<file path="src/rtl/dmem_arb_pkg.sv">
// Shared constants for the dmem arbiter: port ids and default bus widths.
package dmem_arb_pkg;

    localparam int ADDR_W_DEF    = 8;
    localparam int DATA_W_DEF    = 8;
    localparam int MAX_BURST_DEF = 4;

    localparam logic PORT_C = 1'b0;
    localparam logic PORT_L = 1'b1;

    // Index of each port's bit in the two-bit read-pending vector.
    localparam int RD_C = 0;
    localparam int RD_L = 1;

    function automatic logic other_port(input logic p);
        return (p == PORT_C) ? PORT_L : PORT_C;
    endfunction

endpackage

</file>
<file path="src/rtl/dmem_arbiter_if.sv">
// Bundle of both requester ports plus the dmem-side signals.
// master: requesters and memory environment; slave: the arbiter.
interface dmem_arbiter_if
    import dmem_arb_pkg::*;
#(
    parameter int ADDR_W = ADDR_W_DEF,
    parameter int DATA_W = DATA_W_DEF
);

    logic              c_req;
    logic              c_we;
    logic [ADDR_W-1:0] c_addr;
    logic [DATA_W-1:0] c_wdata;
    logic              c_gnt;
    logic              c_rvalid;
    logic [DATA_W-1:0] c_rdata;

    logic              l_req;
    logic              l_we;
    logic [ADDR_W-1:0] l_addr;
    logic [DATA_W-1:0] l_wdata;
    logic              l_gnt;
    logic              l_rvalid;
    logic [DATA_W-1:0] l_rdata;

    logic [ADDR_W-1:0] dmem_addr;
    logic [DATA_W-1:0] read_val;
    logic              REDMEM;
    logic [DATA_W-1:0] dmem_data;

    modport master (
        output c_req, c_we, c_addr, c_wdata,
        input  c_gnt, c_rvalid, c_rdata,
        output l_req, l_we, l_addr, l_wdata,
        input  l_gnt, l_rvalid, l_rdata,
        input  dmem_addr, read_val, REDMEM,
        output dmem_data
    );

    modport slave (
        input  c_req, c_we, c_addr, c_wdata,
        output c_gnt, c_rvalid, c_rdata,
        input  l_req, l_we, l_addr, l_wdata,
        output l_gnt, l_rvalid, l_rdata,
        output dmem_addr, read_val, REDMEM,
        input  dmem_data
    );

endinterface

</file>
<file path="src/rtl/dmem_arb_pick.sv">
// Combinational grant decision. A lone requester always wins; under
// contention the current owner keeps the port until it has taken
// MAX_BURST consecutive grants, then the other port gets it.
module dmem_arb_pick
    import dmem_arb_pkg::*;
#(
    parameter int MAX_BURST = MAX_BURST_DEF,
    parameter int CNT_W     = $clog2(MAX_BURST + 1)
) (
    input  logic             c_req,
    input  logic             l_req,
    input  logic             owner,
    input  logic [CNT_W-1:0] burst_cnt,
    output logic             gnt_c,
    output logic             gnt_l
);

    logic winner;

    // Pick at most one port; c and l grants are mutually exclusive by construction.
    always_comb begin
        gnt_c  = 1'b0;
        gnt_l  = 1'b0;
        winner = owner;
        if (c_req && l_req) begin
            if (burst_cnt < CNT_W'(MAX_BURST)) begin
                winner = owner;
            end else begin
                winner = other_port(owner);
            end
            gnt_c = (winner == PORT_C);
            gnt_l = (winner == PORT_L);
        end else begin
            gnt_c = c_req;
            gnt_l = l_req;
        end
    end

endmodule

</file>
<file path="src/rtl/dmem_arbiter.sv">
// Shares a single-port dmem between the CPU (C) and the loader (L).
// One access per cycle, grants are combinational, read data returns
// one cycle after the grant straight from the dmem registered output.
module dmem_arbiter
    import dmem_arb_pkg::*;
#(
    parameter int ADDR_W    = ADDR_W_DEF,
    parameter int DATA_W    = DATA_W_DEF,
    parameter int MAX_BURST = MAX_BURST_DEF
) (
    input  logic           clk,
    input  logic           reset_arb,
    dmem_arbiter_if.slave  bus
);

    localparam int CNT_W = $clog2(MAX_BURST + 1);

    logic             owner_q;
    logic             owner_d;
    logic [CNT_W-1:0] burst_cnt_q;
    logic [CNT_W-1:0] burst_cnt_d;
    logic [1:0]       rd_pend_q;
    logic [1:0]       rd_pend_d;

    logic             gnt_c;
    logic             gnt_l;
    logic             gnt_any;
    logic             gnt_port;
    logic             c_rvalid;
    logic             l_rvalid;

    dmem_arb_pick #(
        .MAX_BURST (MAX_BURST),
        .CNT_W     (CNT_W)
    ) u_pick (
        .c_req     (bus.c_req),
        .l_req     (bus.l_req),
        .owner     (owner_q),
        .burst_cnt (burst_cnt_q),
        .gnt_c     (gnt_c),
        .gnt_l     (gnt_l)
    );

    assign gnt_any  = gnt_c | gnt_l;
    assign gnt_port = gnt_l ? PORT_L : PORT_C;

    // Burst bookkeeping: count consecutive grants to the owner, restart on a
    // hand-over, and clear on any idle cycle so a pause gives a fresh burst.
    always_comb begin
        owner_d     = owner_q;
        burst_cnt_d = burst_cnt_q;
        if (gnt_any) begin
            if (gnt_port == owner_q) begin
                if (burst_cnt_q != CNT_W'(MAX_BURST)) begin
                    burst_cnt_d = burst_cnt_q + CNT_W'(1);
                end
            end else begin
                owner_d     = gnt_port;
                burst_cnt_d = CNT_W'(1);
            end
        end else begin
            burst_cnt_d = '0;
        end
    end

    // Remember which port issued a read this cycle so its data can be steered back next cycle.
    always_comb begin
        rd_pend_d       = 2'b00;
        rd_pend_d[RD_C] = gnt_c & ~bus.c_we;
        rd_pend_d[RD_L] = gnt_l & ~bus.l_we;
    end

    // Drive dmem from the granted port; an idle cycle becomes a harmless read of address 0.
    always_comb begin
        bus.dmem_addr = '0;
        bus.read_val  = '0;
        bus.REDMEM    = 1'b0;
        if (gnt_c) begin
            bus.dmem_addr = bus.c_addr;
            bus.read_val  = bus.c_wdata;
            bus.REDMEM    = bus.c_we;
        end else if (gnt_l) begin
            bus.dmem_addr = bus.l_addr;
            bus.read_val  = bus.l_wdata;
            bus.REDMEM    = bus.l_we;
        end
    end

    // Arbitration state register with synchronous reset.
    always_ff @(posedge clk) begin
        if (reset_arb) begin
            owner_q     <= PORT_C;
            burst_cnt_q <= '0;
            rd_pend_q   <= 2'b00;
        end else begin
            owner_q     <= owner_d;
            burst_cnt_q <= burst_cnt_d;
            rd_pend_q   <= rd_pend_d;
        end
    end

    // A read issued just before reset must not surface while reset is held,
    // so the pending flags are masked by reset as well as cleared by it.
    assign c_rvalid = rd_pend_q[RD_C] & ~reset_arb;
    assign l_rvalid = rd_pend_q[RD_L] & ~reset_arb;

    assign bus.c_gnt    = gnt_c;
    assign bus.l_gnt    = gnt_l;
    assign bus.c_rvalid = c_rvalid;
    assign bus.l_rvalid = l_rvalid;
    assign bus.c_rdata  = c_rvalid ? bus.dmem_data : '0;
    assign bus.l_rdata  = l_rvalid ? bus.dmem_data : '0;

endmodule

</file>
<file path="src/flat_wrapper.sv">
// flat-port wrapper written by rule: the top's interface ports become plain ports
module dmem_arbiter_flat import dmem_arb_pkg::*;
#(
    parameter int ADDR_W    = ADDR_W_DEF,
    parameter int DATA_W    = DATA_W_DEF,
    parameter int MAX_BURST = MAX_BURST_DEF
)
  (clk, reset_arb, bus_c_req, bus_c_we, bus_c_addr, bus_c_wdata, bus_c_gnt, bus_c_rvalid, bus_c_rdata, bus_l_req, bus_l_we, bus_l_addr, bus_l_wdata, bus_l_gnt, bus_l_rvalid, bus_l_rdata, bus_dmem_addr, bus_read_val, bus_REDMEM, bus_dmem_data);
  dmem_arbiter_if #(.ADDR_W(ADDR_W), .DATA_W(DATA_W)) bus_i ();
  input  logic clk;
  input  logic reset_arb;
  input wire logic [$bits(bus_i.c_req)-1:0] bus_c_req;
  input wire logic [$bits(bus_i.c_we)-1:0] bus_c_we;
  input wire logic [$bits(bus_i.c_addr)-1:0] bus_c_addr;
  input wire logic [$bits(bus_i.c_wdata)-1:0] bus_c_wdata;
  output wire logic [$bits(bus_i.c_gnt)-1:0] bus_c_gnt;
  output wire logic [$bits(bus_i.c_rvalid)-1:0] bus_c_rvalid;
  output wire logic [$bits(bus_i.c_rdata)-1:0] bus_c_rdata;
  input wire logic [$bits(bus_i.l_req)-1:0] bus_l_req;
  input wire logic [$bits(bus_i.l_we)-1:0] bus_l_we;
  input wire logic [$bits(bus_i.l_addr)-1:0] bus_l_addr;
  input wire logic [$bits(bus_i.l_wdata)-1:0] bus_l_wdata;
  output wire logic [$bits(bus_i.l_gnt)-1:0] bus_l_gnt;
  output wire logic [$bits(bus_i.l_rvalid)-1:0] bus_l_rvalid;
  output wire logic [$bits(bus_i.l_rdata)-1:0] bus_l_rdata;
  output wire logic [$bits(bus_i.dmem_addr)-1:0] bus_dmem_addr;
  output wire logic [$bits(bus_i.read_val)-1:0] bus_read_val;
  output wire logic [$bits(bus_i.REDMEM)-1:0] bus_REDMEM;
  input wire logic [$bits(bus_i.dmem_data)-1:0] bus_dmem_data;
  assign bus_i.c_req = bus_c_req;
  assign bus_i.c_we = bus_c_we;
  assign bus_i.c_addr = bus_c_addr;
  assign bus_i.c_wdata = bus_c_wdata;
  assign bus_c_gnt = bus_i.c_gnt;
  assign bus_c_rvalid = bus_i.c_rvalid;
  assign bus_c_rdata = bus_i.c_rdata;
  assign bus_i.l_req = bus_l_req;
  assign bus_i.l_we = bus_l_we;
  assign bus_i.l_addr = bus_l_addr;
  assign bus_i.l_wdata = bus_l_wdata;
  assign bus_l_gnt = bus_i.l_gnt;
  assign bus_l_rvalid = bus_i.l_rvalid;
  assign bus_l_rdata = bus_i.l_rdata;
  assign bus_dmem_addr = bus_i.dmem_addr;
  assign bus_read_val = bus_i.read_val;
  assign bus_REDMEM = bus_i.REDMEM;
  assign bus_i.dmem_data = bus_dmem_data;
  dmem_arbiter #(.ADDR_W(ADDR_W), .DATA_W(DATA_W), .MAX_BURST(MAX_BURST)) u_core (.clk(clk), .reset_arb(reset_arb), .bus(bus_i));
endmodule
</file>
<file path="config.mk">
export PLATFORM = sky130hd
export DESIGN_NAME = dmem_arbiter_flat
export DESIGN_NICKNAME = d
export VERILOG_FILES = /design/src/rtl/dmem_arb_pkg.sv /design/src/rtl/dmem_arbiter_if.sv /design/src/rtl/dmem_arb_pick.sv /design/src/rtl/dmem_arbiter.sv /design/src/flat_wrapper.sv
export SDC_FILE = /design/constraint.sdc
export NUM_CORES = 1
export LEC_CHECK = 0
export ABC_CLOCK_PERIOD_IN_PS = 2150
export CORE_UTILIZATION = 25
export CTS_BUF_LIST = sky130_fd_sc_hd__clkbuf_4 sky130_fd_sc_hd__clkbuf_8
export CTS_CLUSTER_DIAMETER = 80
export DETAILED_ROUTE_END_ITERATION = 6
export GPL_ROUTABILITY_DRIVEN = 0
export GPL_TIMING_DRIVEN = 0
export PLACE_DENSITY = 0.82
export REMOVE_ABC_BUFFERS = 1
export SYNTH_ARGS = -nofsm -noshare
export SYNTH_HDL_FRONTEND = slang
export SYNTH_HIERARCHICAL = 1
export SYNTH_SLANG_ARGS = --single-unit
export TNS_END_PERCENT = 1
</file>
<file path="constraint.sdc">
create_clock -name clk -period 2.15 [get_ports clk]
set_input_delay 0.43 -clock clk [delete_from_list [all_inputs] [get_ports clk]]
set_output_delay 0.43 -clock clk [all_outputs]
set_load 0.01 [all_outputs]
</file>
==> flow_summary.yaml, run 1 <==
finish:
  finalNonFillerCells: 198
  fill_cells: 178
  layout_commonest_cell: "clkdlybuf4s50_1"
  nNetsFinal: 220
  drive_above_1_share: 0.265
  n_antenna_cell: 0
  fin_util: 0.696
  mostFrequentLayoutCells: "clkdlybuf4s50_1 (61), buf_2 (17), and2_1 (16)"
  synthToLayoutAreaGrowth_pct: 159
timing:
  skew_ns: 0.00577
  setup_viol: 0
  tightest_slew_ns: 0.296
  slew_violations: 0
  hold_viol: 0
  finalCritPeriodShare: 0.981
  slew_headroom: 0.803
  max_freq_ghz: 0.474
  final.min_clock_period_ns: 2.11
  setup_slack_ns: 0.0416
  rsz0062_at_grt: "false"
global_route:
  grt_pass1_vias: 913
  grt_pass1_wl_um: 3770
  grtUsageTotal: 0.188
  antenna_found_initial: 0
  grt_max_degree: 13
  grt_overflow_total: 0
route:
  drtAntennaViolNets: 0
  vias_per_cell: 5.04
  drc_errors: 0
  firstDrtPassIters: 7
  routed_wl_um: 2700
  vias: 997
  wl_per_cell_um: 13.6
  first_iter_violations: 11
place:
  portBuffers: 82
  dp_cells: 182
  dp_worst_setup_slack_ns: -1.38
  dp_hpwl_um: 1860
synthesis:
  synth_area_um2: 606
  avgSynthCellArea_um2: 7.76
  synth_edf_count: 0
  synthArstFlopShare: 0
  yosysWarnings: 6
  syn_inst: 78
  synthDistinctLibCells: 26
  synth-main-ff-cell: "dfxtp_1"
  ys_seq_area_frac: 0.198
  ys_ff_latch: 6
pwr:
  p_sw_w: 0.000149
  p_clk_frac: 0.218
  internal_power_w: 0.000346
  seq_power_share: 0.249
  power.density_mw_per_mm2: 315
  power_leakage_nw: 0.669
  p_comb_frac: 0.534
  power.share.switching: 0.302
  ir_worst_vdd_mv: 0.213
floorplanning:
  dieArea_mm2: 0.00262
  rows: 17
  io_pins: 83
  die_h_um: 51.2
  fp.dieW_um: 51.2
  start_util: 0.269
  core-area_mm2: 0.00225
status:
  status: "finished, final reports clean"
critical_path:
  worstPathRequired_ns: 1.72
  path_cells: "xnor2_4, o21a_4, nor2b_4, clkbuf_16, a22o_1, buf_2"
  startpoint_type: "flip-flop"
  arrival_ns: 1.68
  cpLargestDelayFamily: "flip-flops"
  crit_buf_inv: 2
  worstSetupPathType: "flip-flop to output pin"
  crit_slowest_cell: "dfxtp_4"
  worstPathMaxFanout: 7
  critPathCaptureType: "output pin"
  cpPeakStageDelay_ns: 0.37
run:
  maxCapViolCount: 0
clock_tree:
  clk_path_buf_depth: 2
  cts_root_buffer: "clkbuf_4"
  cts.clk_slew.worst_paths_ns: 0.05
  numCtsBuffers: 3
  holdBufCountCts: 0
  insertion_delay_ns: 0.25
  h-tree-depth: 1
  clock_sinks: 6
  tritoncts: "done"
hold_path:
  holdCritPathClass: "flip-flop to flip-flop"
-- synthesized netlist by cell type (2+ instances only) --
library cell  instances  share of area
nor2_1                2          0.012
a21oi_1               2          0.017
clkbuf_1              4          0.025
ha_1                  2          0.041
nand2_1               5          0.031
a22o_1               15           0.22
and2_1               16           0.17
inv_1                 4          0.025
xnor2_1               2          0.029
dfxtp_1               6           0.20
o21ai_0               2          0.017
nor2b_1               3          0.031
nand3_1               2          0.017
-- worst reg2reg max path: stages (launching register included) --
cell and delay, ns:
dfxtp_4 0.37, xnor2_4 0.25, o21a_4 0.19, buf_4 0.11, or3b_1 0.38, a2111oi_2 0.31
-- flip-flops by register name, summed over array words and instances (netlist names) --
signal	count
u_core/burst_cnt_q	3
u_core/rd_pend_q	2
u_core/owner_q	1
-- what timing repair did --
action / 4_1_cts / 5_1_grt
setup endpoints to repair: 38 / 32
setup buffers: 6 / 3
pin swaps: 3 / 2
resized for setup: 84 / 7
gates cloned: 1 / 3
-- cell type report --
class	instances	area (µm²)	area share
clock buffer	3	22.5	0.0144
tap	28	35.0	0.0223
sequential	6	125	0.0797
timing repair buffer	92	836	0.533
multi-input combinational	65	536	0.341
inverter	4	15.0	0.00957
-- metal layers --
metal	vias to the layer above	wire length, µm	part of all wire	GRT usage
li1	472	-	-	-
met4	0	41	0.015	0.0856
met3	8	315	0.12	0.0238
met2	83	1360	0.50	0.366
met5	-	0	0	0
met1	434	989	0.37	0.195
-- path summary, 6_finish.rpt --
| kind | startpoint | endpoint | slack, ns | cells after the start |
|---|---|---|---|---|
| max | u_core/burst_cnt_q[2] | bus_dmem_addr[6] | 0.04 | 6 |
| min | u_core/burst_cnt_q[1] | u_core/burst_cnt_q[1] | 0.51 | 2 |
| max reg2reg | u_core/burst_cnt_q[2] | u_core/burst_cnt_q[2] | 0.42 | 5 |
| min reg2reg | u_core/burst_cnt_q[1] | u_core/burst_cnt_q[1] | 0.51 | 2 |
-- power by group through the flow --
stage	registers (W)	clock network, W	logic, W
after floorplan	0.000123	0	0.0000849
after global placement	0.000124	0	0.000244
after detailed placement	0.000124	0	0.000248
after CTS	0.000123	0.000107	0.000249
after global routing	0.000124	0.000117	0.000283
final	0.000123	0.000108	0.000264
-- per-stage QoR --
step / TNS [ns] / hold WS [ns] / area (µm²) / power (W)
2_1_floorplan: -3.42 / 0.469 / 578 / 0.000208
3_3_place_gp: -28.61 / 0.494 / 1430 / 0.000368
3_5_place_dp: -29.88 / 0.505 / 1430 / 0.000373
4_1_cts: -0.0499 / 0.512 / 1490 / 0.000479
5_1_grt: 0 / 0.531 / 1570 / 0.000524
6_report: 0 / 0.512 / 1570 / 0.000495
-- logic make-up (layout without fill, tap and decap cells) --
family          after synthesis  count (layout)  share of synthesized area
compound gates               25              26                      0.345
xor+xnor                      2               2                     0.0289
fa+ha+maj                     2               2                     0.0413
buf+inv                      10              99                     0.0702
flops                         6               6                      0.198
simple gates                 33              35                      0.316
Note: power is estimated with default switching activity, not from simulation.
==> inputs of run 2 (changes only) <==
ABC_CLOCK_PERIOD_IN_PS = 2050   (was 2150)
clock period = 2.05 ns   (was 2.15 ns; I/O delays follow)
==> flow_summary.yaml, run 2 (synthesis gave the netlist of run 1 again) <==
pwr:
  ir_worst_vdd_mv: 0.227
  power_leakage_nw: 0.637
  power.density_mw_per_mm2: 331
clock_tree:
  insertion_delay_ns: 0.24
  tritoncts: "done"
  holdBufCountCts: 0
  numCtsBuffers: 3
  cts_root_buffer: "clkbuf_4"
  clock_sinks: 6
  h-tree-depth: 1
  clk_path_buf_depth: 2
  cts.clk_slew.worst_paths_ns: 0.05
timing:
  final.min_clock_period_ns: 2.08
  skew_ns: 0.00543
  setup_tns_ns: -0.0271
  fin_hold_ws_ns: 0.512
  slew_violations: 0
  slew_headroom: 0.804
  finalCritPeriodShare: 1.01
  hold_viol: 0
  max_freq_ghz: 0.481
  setup_slack_ns: -0.0271
  rsz0062_at_grt: "true"
  setup_viol: 1
  tightest_slew_ns: 0.294
route:
  wl_met3_um: 284
  vias: 963
  first_iter_violations: 12
  vias_per_cell: 4.96
  firstDrtPassIters: 4
  drc_errors: 0
  wl_met1_um: 935
  highest_layer: "met4"
  dr_wl_met2_um: 1350
  wl_per_cell_um: 13.4
  drtAntennaViolNets: 0
  routed_wl_um: 2590
floorplanning:
  io_pins: 83
  start_util: 0.269
  core-area_mm2: 0.00225
  fp.dieW_um: 51.2
  dieArea_mm2: 0.00262
  rows: 17
  die_h_um: 51.2
critical_path:
  critPathCaptureType: "output pin"
  arrival_ns: 1.67
  startpoint_type: "flip-flop"
  worstSetupPathType: "flip-flop to output pin"
  cpPeakStageDelay_ns: 0.56
  cpLargestDelayFamily: "buffers and inverters"
  worstPathMaxFanout: 12
  crit_slowest_cell: "clkdlybuf4s50_1"
  crit_buf_inv: 1
  path_cells: "xnor2_4, o21a_4, clkdlybuf4s50_1"
  worstPathRequired_ns: 1.64
global_route:
  grt_pass1_wl_um: 3840
  grtUsageTotal: 0.191
  grt_pass1_vias: 923
  grt_overflow_total: 0
  antenna_found_initial: 0
  grt_max_degree: 13
finish:
  largest_reg_flops: 3
  nNetsFinal: 216
  final_area_mm2: 0.00152
  drive_above_1_share: 0.241
  n_antenna_cell: 0
  layout_commonest_cell: "clkdlybuf4s50_1"
  fill_cells: 181
  mostFrequentLayoutCells: "clkdlybuf4s50_1 (61), and2_1 (16), buf_2 (15), a22o_1 (15)"
  regMostFlops: "u_core/burst_cnt_q"
  reg_top3: "u_core/burst_cnt_q (3), u_core/rd_pend_q (2), u_core/owner_q (1)"
  synthToLayoutAreaGrowth_pct: 152
place:
  post_dp_cell_area_mm2: 0.00143
  dp_hpwl_um: 1860
  portBuffers: 82
hold_path:
  holdCritPathClass: "flip-flop to flip-flop"
status:
  status: "finished with violations"
  violations: "setup timing"
run:
  maxCapViolCount: 0
[run 2: per-layer routing]
layer  vias up  track usage
li1        461            -
met3         2       0.0238
met5         -            0
met2        67        0.377
met4         0       0.0811
met1       433        0.199
[run 2: area by class of cell]
| class | instances | area [µm²] | area share |
|---|---|---|---|
| Clock buffer | 3 | 22.5 | 0.0148 |
| Inverter | 4 | 15.0 | 0.00985 |
| Multi-Input combinational cell | 65 | 536 | 0.351 |
| Sequential cell | 6 | 128 | 0.0837 |
| Tap cell | 28 | 35.0 | 0.0230 |
| Timing Repair Buffer | 88 | 788 | 0.517 |
[run 2: what timing repair did]
item	4_1_cts	5_1_grt
endpoints found under the setup margin	39	34
pin swaps	3	0
buffers inserted	6	0
resized for setup	83	5
gates cloned	1	2
[run 2: final timing paths]
kind	start	endpoint	slack (ns)	depth (start not counted)
min reg2reg	u_core/burst_cnt_q[1]	u_core/burst_cnt_q[1]	0.51	2
max reg2reg	u_core/owner_q	u_core/burst_cnt_q[2]	0.36	4
min	u_core/burst_cnt_q[1]	u_core/burst_cnt_q[1]	0.51	2
max	u_core/owner_q	bus_c_gnt	-0.03	3
[run 2: through the flow]
stage,std cells,power [W],util,worst slack (ns)
6_report,194,0.000504,0.676,-0.0271
5_1_grt,194,0.000535,0.676,-0.0664
4_1_cts,192,0.000505,0.670,-0.0668
3_5_place_dp,182,0.000391,0.636,-1.44
3_3_place_gp,182,0.000386,0.636,-1.39
2_1_floorplan,72,0.000218,-,-0.308
[run 2: power breakdown]
part           total [W]  switching (W)  leakage [nW]  internal (W)
combinational   0.000264      0.0000997         0.573      0.000165
clock           0.000110      0.0000440        0.0138     0.0000663
sequential      0.000129     0.00000767        0.0506      0.000121
total           0.000504       0.000151         0.637      0.000352
[run 2: worst reg2reg max path, delay by kind of cell (launching register included)]
kind	cells	cell delay (ns)
xor+xnor	1	0.25
flops	1	0.37
compound gates	2	0.55
simple gates	1	0.40
==> inputs of run 3 (changes only) <==
CAP_MARGIN = 40   (was default)
==> flow_summary.yaml, run 3 (synthesis gave the netlist of run 1 again) <==
route:
  routed_wl_um: 2640
  highest_layer: "met4"
  drtAntennaViolNets: 0
  wl_met3_um: 312
  dr_wl_met2_um: 1350
  wl_per_cell_um: 13.7
  drc_errors: 0
  first_iter_violations: 24
  vias_per_cell: 5.10
  firstDrtPassIters: 5
  wl_met1_um: 941
  vias: 984
finish:
  n_antenna_cell: 0
  reg_top3: "u_core/burst_cnt_q (3), u_core/rd_pend_q (2), u_core/owner_q (1)"
  largest_reg_flops: 3
  nNetsFinal: 215
  synthToLayoutAreaGrowth_pct: 151
  drive_above_1_share: 0.236
  layout_commonest_cell: "clkdlybuf4s50_1"
  mostFrequentLayoutCells: "clkdlybuf4s50_1 (61), and2_1 (16), a22o_1 (15)"
  regMostFlops: "u_core/burst_cnt_q"
hold_path:
  holdCritPathClass: "flip-flop to flip-flop"
timing:
  setup_viol: 1
  hold_viol: 0
  tightest_slew_ns: 0.300
  final.min_clock_period_ns: 2.06
  slew_headroom: 0.800
  skew_ns: 0.00871
  slew_violations: 0
  finalCritPeriodShare: 1.00
  rsz0062_at_grt: "true"
  setup_slack_ns: -0.00719
  max_freq_ghz: 0.486
clock_tree:
  h-tree-depth: 1
  tritoncts: "done"
  clk_path_buf_depth: 2
  insertion_delay_ns: 0.25
  clock_sinks: 6
  cts_root_buffer: "clkbuf_4"
  cts.clk_slew.worst_paths_ns: 0.05
  numCtsBuffers: 3
  holdBufCountCts: 0
pwr:
  ir_worst_vdd_mv: 0.230
  design_power_total_w: 0.000503
  power_leakage_nw: 0.632
  power.density_mw_per_mm2: 331
global_route:
  grt_pass1_wl_um: 3970
  grt_pass1_vias: 956
  grt_overflow_total: 0
  antenna_found_initial: 0
  grtUsageTotal: 0.198
  grt_max_degree: 13
place:
  dp_worst_setup_slack_ns: -1.25
  dp_hpwl_um: 1950
  portBuffers: 82
critical_path:
  startpoint_type: "flip-flop"
  worstPathMaxFanout: 12
  critPathCaptureType: "output pin"
  arrival_ns: 1.65
  worstPathRequired_ns: 1.64
  worstSetupPathType: "flip-flop to output pin"
floorplanning:
  core-area_mm2: 0.00225
  io_pins: 83
  dieArea_mm2: 0.00262
  fp.dieW_um: 51.2
  rows: 17
  start_util: 0.269
  die_h_um: 51.2
run:
  maxCapViolCount: 0
status:
  status: "finished with violations"
  violations: "setup timing"
[run 3: changes by cell type in the layout (fill, tap and decap cells not counted)]
cell	before	now
buf_6	0	3
clkdlybuf4s15_2	0	1
buf_4	5	2
buf_12	1	0
buf_2	15	14
[run 3: path summary, 6_finish.rpt]
path / end / start / slack (ns) / cells past startpoint
hold / removal: u_core/burst_cnt_q[1] / u_core/burst_cnt_q[1] / 0.52 / 2
setup / recovery: bus_c_gnt / u_core/owner_q / -0.007 / 3
setup reg to reg: u_core/burst_cnt_q[2] / u_core/owner_q / 0.37 / 4
hold reg to reg: u_core/burst_cnt_q[1] / u_core/burst_cnt_q[1] / 0.52 / 2
[run 3: metal layers]
metal	GRT usage	vias to the layer above
met5	0	-
met3	0.0238	4
met2	0.393	81
met1	0.206	442
met4	0.0811	0
li1	-	457
[run 3: cell type report]
cell class                      instances  area, µm²
Clock buffer                            3       22.5
Fill cell                             192        733
Inverter                                4       15.0
Multi-Input combinational cell         65        536
Sequential cell                         6        128
Tap cell                               28       35.0
Timing Repair Buffer                   87        786
[run 3: worst max-delay path, cell delays in order (launching register included)]
cell	delay, ns
dfxtp_4	0.37
xnor2_4	0.24
o21a_4	0.24
clkdlybuf4s50_1	0.56
[run 3: timing repair]
action	4_1_cts	5_1_grt
setup endpoints to repair	39	26
hold endpoints to repair	0	0
buffers inserted	4	0
gates cloned	1	2
resized for setup	80	10
pin swaps	3	1
[run 3: where the power goes]
part           internal (W)  leakage, nW  switching (W)
Combinational      0.000164        0.567       0.000101
Clock             0.0000663       0.0138      0.0000434
Sequential         0.000121       0.0506     0.00000776
Total              0.000352        0.632       0.000152
[run 3: stage by stage]
step	hold slack, ns	utilization	setup TNS [ns]	instances	area (µm²)
detailed placement	0.504	0.639	-28.66	183	1440
global route	0.552	0.675	-0.107	193	1520
floorplan	0.469	-	-4.62	72	578
CTS	0.511	0.687	-0.761	191	1550
global placement	0.494	0.636	-30.99	182	1430
finish	0.519	0.675	-0.00719	193	1520
==> edit 1, RTL diff (flow settings as in run 2) <==
Reset style: asynchronous (`reset_arb`), changed in one clocked block. Comments in the files are not updated.
--- a/src/rtl/dmem_arbiter.sv
+++ b/src/rtl/dmem_arbiter.sv
@@ -87,7 +87,7 @@
     end
 
     // Arbitration state register with synchronous reset.
-    always_ff @(posedge clk) begin
+    always_ff @(posedge clk or posedge reset_arb) begin
         if (reset_arb) begin
             owner_q     <= PORT_C;
             burst_cnt_q <= '0;
Check against the original RTL: differs if reset_arb is asserted again (counterexample within 4 cycles, from zero or initial values and one cycle with reset_arb high); with reset_arb held inactive, the same outputs for 10 cycles.
==> edit 1 against run 2 <==
The run still ends with setup timing left. Synthesized area increased by 2.5%. Design area rose by 4.4%. Critical endpoint is now bus_dmem_addr[2]. Clock skew shrank 0.0011 ns. Sequential cell count stayed put. Worst setup slack got worse by 0.11 ns. Wire length up 8.3%.
Power is not compared: it rests on default switching activity, and its combinational part moved more than twofold at a synthesized area within 25%.
==> edit 1: results (changes against run 2) <==
Worst setup path
  • Slowest Stage Delay on Critical Path: 0.44 ns (-0.12 ns)
  • CP Data Arrival Time: 1.77 ns (+0.10 ns)
  • Crit-path max FO: 5 (-7)
  • Slowest stage cell, crit path: dfrtp_2
  • Delay-heaviest family, CP: flip-flops

Finish
  • Seq/total area: 0.09591 (+0.01217)
  • Non-clk buf share: 0.5362 (+0.01892)
  • Final Cell Area: 1592 sq um (+4.4%)
  • Layout cells sized above 1: 0.2644 (+0.02340)
  • Multi-input logic area: 509.2 sq um (-4.9%)
  • Final clock-cell share: 0.01415 (-0.0006274)
  • Signal buffers: 95 (+8.0%)
  • Inverter count: 5 (+1)
  • Number of clock buffers in the layout: 3 (unchanged)
  • FILL cells: 178 (-1.7%)
  • Non-Filler Instances: 202 (+4.1%)
  • Layout Nets: 224 (+3.7%)
  • Sequential cell count: 6 (unchanged)

Route
  • DR WL met2: 1547 um (+14%)
  • Metal3 WL: 294 um (+3.5%)
  • Top layer in use: met4
  • Number of vias in the routed layout: 985 (+2.3%)
  • Total wire length: 2809 um (+8.3%)
  • Initial DRC Count: 12 (unchanged)
  • Wl on met1: 932 um (-0.32%)

Pwr
  • Worst VDD drop: about 0.00032 V
  • Clk. pwr: roughly 110 uW
  • Top power group: combinational cells

STA
  • Clock skew: 0.004329 ns (-0.001102 ns)
  • Final worst slack: -0.1342 ns (-0.1070 ns)
  • Final setup fails: 15 (+14)
  • Worst slew margin: 0.8081 (+0.004105)

CTS
  • CTS resizes: 87 (+4.8%)
  • Postcts setup bufs: 13 (+7)

Placed design
  • Dpl hpwl: 1926 um (+3.8%)
  • Placed Cells: 183 (+0.55%)
  • Pre-CTS WS: -0.9180 ns (+0.5261 ns)
  • Placed cell area: 1449 sq um (+1.0%)

GRT
  • Vias in the first global route: 951 (+3.0%)
  • GRT met3 Usage: 0.05263 (+0.02882)
  • All-Layer GR Usage: 0.2118 (+0.02027)
  • First-pass GRT wire length: 4167 um (+8.6%)
  • Global Route met1 Usage: 0.1982 (-0.0007200)
  • GR met2 Demand/Resource: 0.4252 (+0.04802)

Yosys
  • Ys async rst share: 1.000 (+1.000)
  • Post-Syn Instances: 79 (+1.3%)
  • Post-synthesis sequential area ratio: 0.2419 (+0.04359)
  • Commonest cells in the netlist: and2_1 (17), a22o_1 (15), dfrtp_1 (6)
  • Top post-synthesis cells by area: dfrtp_1 (24%), a22o_1 (21%), and2_1 (17%)
  • Synth cell types: 23 (-12%)
  • Synth Flop Type: dfrtp_1

Outcome
  • Failing checks: setup timing
  • Status: finished, violations left

Min path
  • Hold Crit Class: input pin to asynchronous set/reset pin
-- edit 1: cell count changes after synthesis, sizes merged, moves of 2 or more --
cell          run 2  this run
nand3             2         0
nor2              2         5
dfrtp             0         6
dfxtp             6         0
-- edit 1: cells by family (layout without fill, tap and decap cells) --
kind of cell	after synthesis	in the layout	share of synthesized area
compound gates	25	26	0.3166
fa+ha+maj	2	2	0.04032
buf+inv	11	103	0.07459
flops	6	6	0.2419
xor+xnor	1	1	0.01412
simple gates	34	36	0.3125
-- edit 1: path summary, 6_finish.rpt --
kind	startpoint	slack, ns	depth (start not counted)	end
max	u_core/burst_cnt_q[2]$_DFFE_PP0P_	-0.13	7	bus_dmem_addr[2]
min	reset_arb	0.35	2	u_core/burst_cnt_q[0]$_DFFE_PP0P_
max reg2reg	u_core/burst_cnt_q[2]$_DFFE_PP0P_	0.31	7	u_core/burst_cnt_q[1]$_DFFE_PP0P_
min reg2reg	u_core/burst_cnt_q[1]$_DFFE_PP0P_	0.61	2	u_core/burst_cnt_q[1]$_DFFE_PP0P_
max in group asynchronous	reset_arb	1.49	2	u_core/owner_q$_DFFE_PP0P_
min in group clk	u_core/burst_cnt_q[1]$_DFFE_PP0P_	0.61	2	u_core/burst_cnt_q[1]$_DFFE_PP0P_
-- edit 1: metrics by stage --
stage	utilization	total power, mW	hold slack (ns)	TNS (ns)
after detailed placement	0.6366	0.6050	0.5744	-20.99
final	0.6993	0.8056	0.3459	-1.089
after global routing	0.6993	0.8582	0.3739	-2.473
after CTS	0.6960	0.7852	0.3424	-1.221
after floorplan	-	0.3565	0.2010	-0.2090
after global placement	0.6366	0.5911	0.5547	-19.58
==> edit 2, RTL diff (config.mk and constraints of run 2) <==
Without the edit above. Set the package constant `MAX_BURST_DEF` to 2 (it was 4).
--- a/src/rtl/dmem_arb_pkg.sv
+++ b/src/rtl/dmem_arb_pkg.sv
@@ -3,7 +3,7 @@
 
     localparam int ADDR_W_DEF    = 8;
     localparam int DATA_W_DEF    = 8;
-    localparam int MAX_BURST_DEF = 4;
+    localparam int MAX_BURST_DEF = 2;
 
     localparam logic PORT_C = 1'b0;
     localparam logic PORT_L = 1'b1;
Function: changed (a bounded check fails within 4 cycles, from zero or initial values and one cycle with reset_arb high).
==> edit 2 against run 2 <==
The flow still finishes with violations (setup timing). Synthesized cell count fell by 9.0%. Cell count increased by 1.5%. Hold slack better by 0.0082 ns. Clock skew fell by 0.0045 ns. Synthesized area is 11% lower. Sequential power decreased by 14%. Power grew 7.8%. Wire length up 5.6%. Design area increased by 1.2%. Combinational power rose by 16%. Sequential share of layout area is 1.6 points lower. Worst setup slack worse by 0.022 ns. Sequential cell count shrank 1. Via count is 3.2% lower. Critical endpoint is now bus_REDMEM.
==> edit 2: results (changes against run 2) <==
Placed design
  • Dpl hpwl: 1821 um (-1.9%)
  • Placed Cells: 174 (-4.4%)
  • Pre-CTS WS: -1.159 ns (+0.2851 ns)
  • Placed cell area: 1366 sq um (-4.7%)

GRT
  • GR met2 Demand/Resource: 0.4883 (+0.1111)
  • All-Layer GR Usage: 0.2401 (+0.04860)
  • First-pass GRT wire length: 4340 um (+13%)
  • GRT met3 Usage: 0.06604 (+0.04223)
  • Global Route met1 Usage: 0.2261 (+0.02712)
  • Vias in the first global route: 1017 (+10%)
  • Pin count of the biggest net entering global routing: 14 (+1)

Finish
  • Layout Nets: 218 (+0.93%)
  • Layout cells sized above 1: 0.2941 (+0.05315)
  • Leading registers by flop count: u_core/burst_cnt_q (2), u_core/rd_pend_q (2), u_core/owner_q (1)
  • FILL cells: 142 (-22%)

CTS
  • CTS resizes: 84 (+1.2%)
  • Num CTS Buffers: 3 (unchanged)
  • Postcts setup bufs: 14 (+8)
  • Reg clk slew, reported paths: roughly 0.040 ns

Min path
  • Hold_sp: u_core/burst_cnt_q[1]$_SDFFE_PP0P_

STA
  • Final worst slack: -0.04866 ns (-0.02156 ns)
  • Worst Max-Slew Pin Slew: 0.2811 ns (-0.01290 ns)
  • Final setup fails: 10 (+9)
  • Clock skew: 0.0008979 ns (-0.004533 ns)
  • Setup TNS: -0.2606 ns (-0.2334 ns)

Worst setup path
  • CP Data Arrival Time: 1.69 ns (+0.02 ns)
  • Crit-path max FO: 5 (-7)
  • Delay-heaviest family, CP: compound AO/OA/AOI/OAI gates
  • Slowest Stage Delay on Critical Path: 0.36 ns (-0.20 ns)
  • Slowest stage cell, crit path: dfxtp_4

Route
  • DR WL/cell: 13.91 um (+4.0%)
  • DR WL met2: 1506 um (+11%)
  • Metal3 WL: 212 um (-25%)
  • Initial DRC Count: 5 (-7)
  • DR vias/cell: 4.731 (-4.7%)
  • Wl on met1: 983 um (+5.1%)
  • Total wire length: 2740 um (+5.6%)

Yosys
  • Post-Synth Adder-Cell Area: 0.02331 (-0.01801)
  • Synth cell types: 23 (-12%)
  • Top post-synthesis cells by area: a22o_1 (24%), and2_1 (19%), dfxtp_1 (19%)
  • Commonest cells in the netlist: and2_1 (16), a22o_1 (15), nand2_1 (6)
  • Post-Syn Instances: 71 (-9.0%)
  • Compound-Gate Fraction of Synth Area: 0.3380 (-0.007046)
  • Post-synthesis sequential area ratio: 0.1865 (-0.01187)
  • XOR/XNOR share of the synthesized area: 0.04895 (+0.02003)

Pwr
  • Clk. pwr: 126 uW (+15%)
  • Pleak: 0.6738 nW (+5.7%)
  • Cell Pwr Density: 352.0 nW/um^2 (+6.5%)
  • Internal Pwr Total: 380.4 uW (+8.0%)
  • Sequential cell power: 111 uW (-14%)

Run
  • MaxCap Viol Count: 0 (unchanged)

Outcome
  • Status: finished, violations left
  • Failing checks: setup timing
## edit 2: final timing paths
kind                                                            to  slack, ns  depth (start not counted)
worst max register to register  u_core/burst_cnt_q[1]$_SDFFE_PP0P_       0.44                          5
worst max-delay path                                    bus_REDMEM      -0.05                          6
worst min-delay path            u_core/burst_cnt_q[1]$_SDFFE_PP0P_       0.52                          2
worst min register to register  u_core/burst_cnt_q[1]$_SDFFE_PP0P_       0.52                          2
## edit 2: final cells by class
| class | instances | area, sq um | share of cell area |
|---|---|---|---|
| timing repair buffer | 97 | 865.8 | 0.5612 |
| multi-input combinational | 61 | 496.7 | 0.3220 |
| sequential | 5 | 105.1 | 0.06813 |
| tap | 27 | 33.78 | 0.02190 |
| clock buffer | 4 | 30.03 | 0.01946 |
| inverter | 3 | 11.26 | 0.007299 |
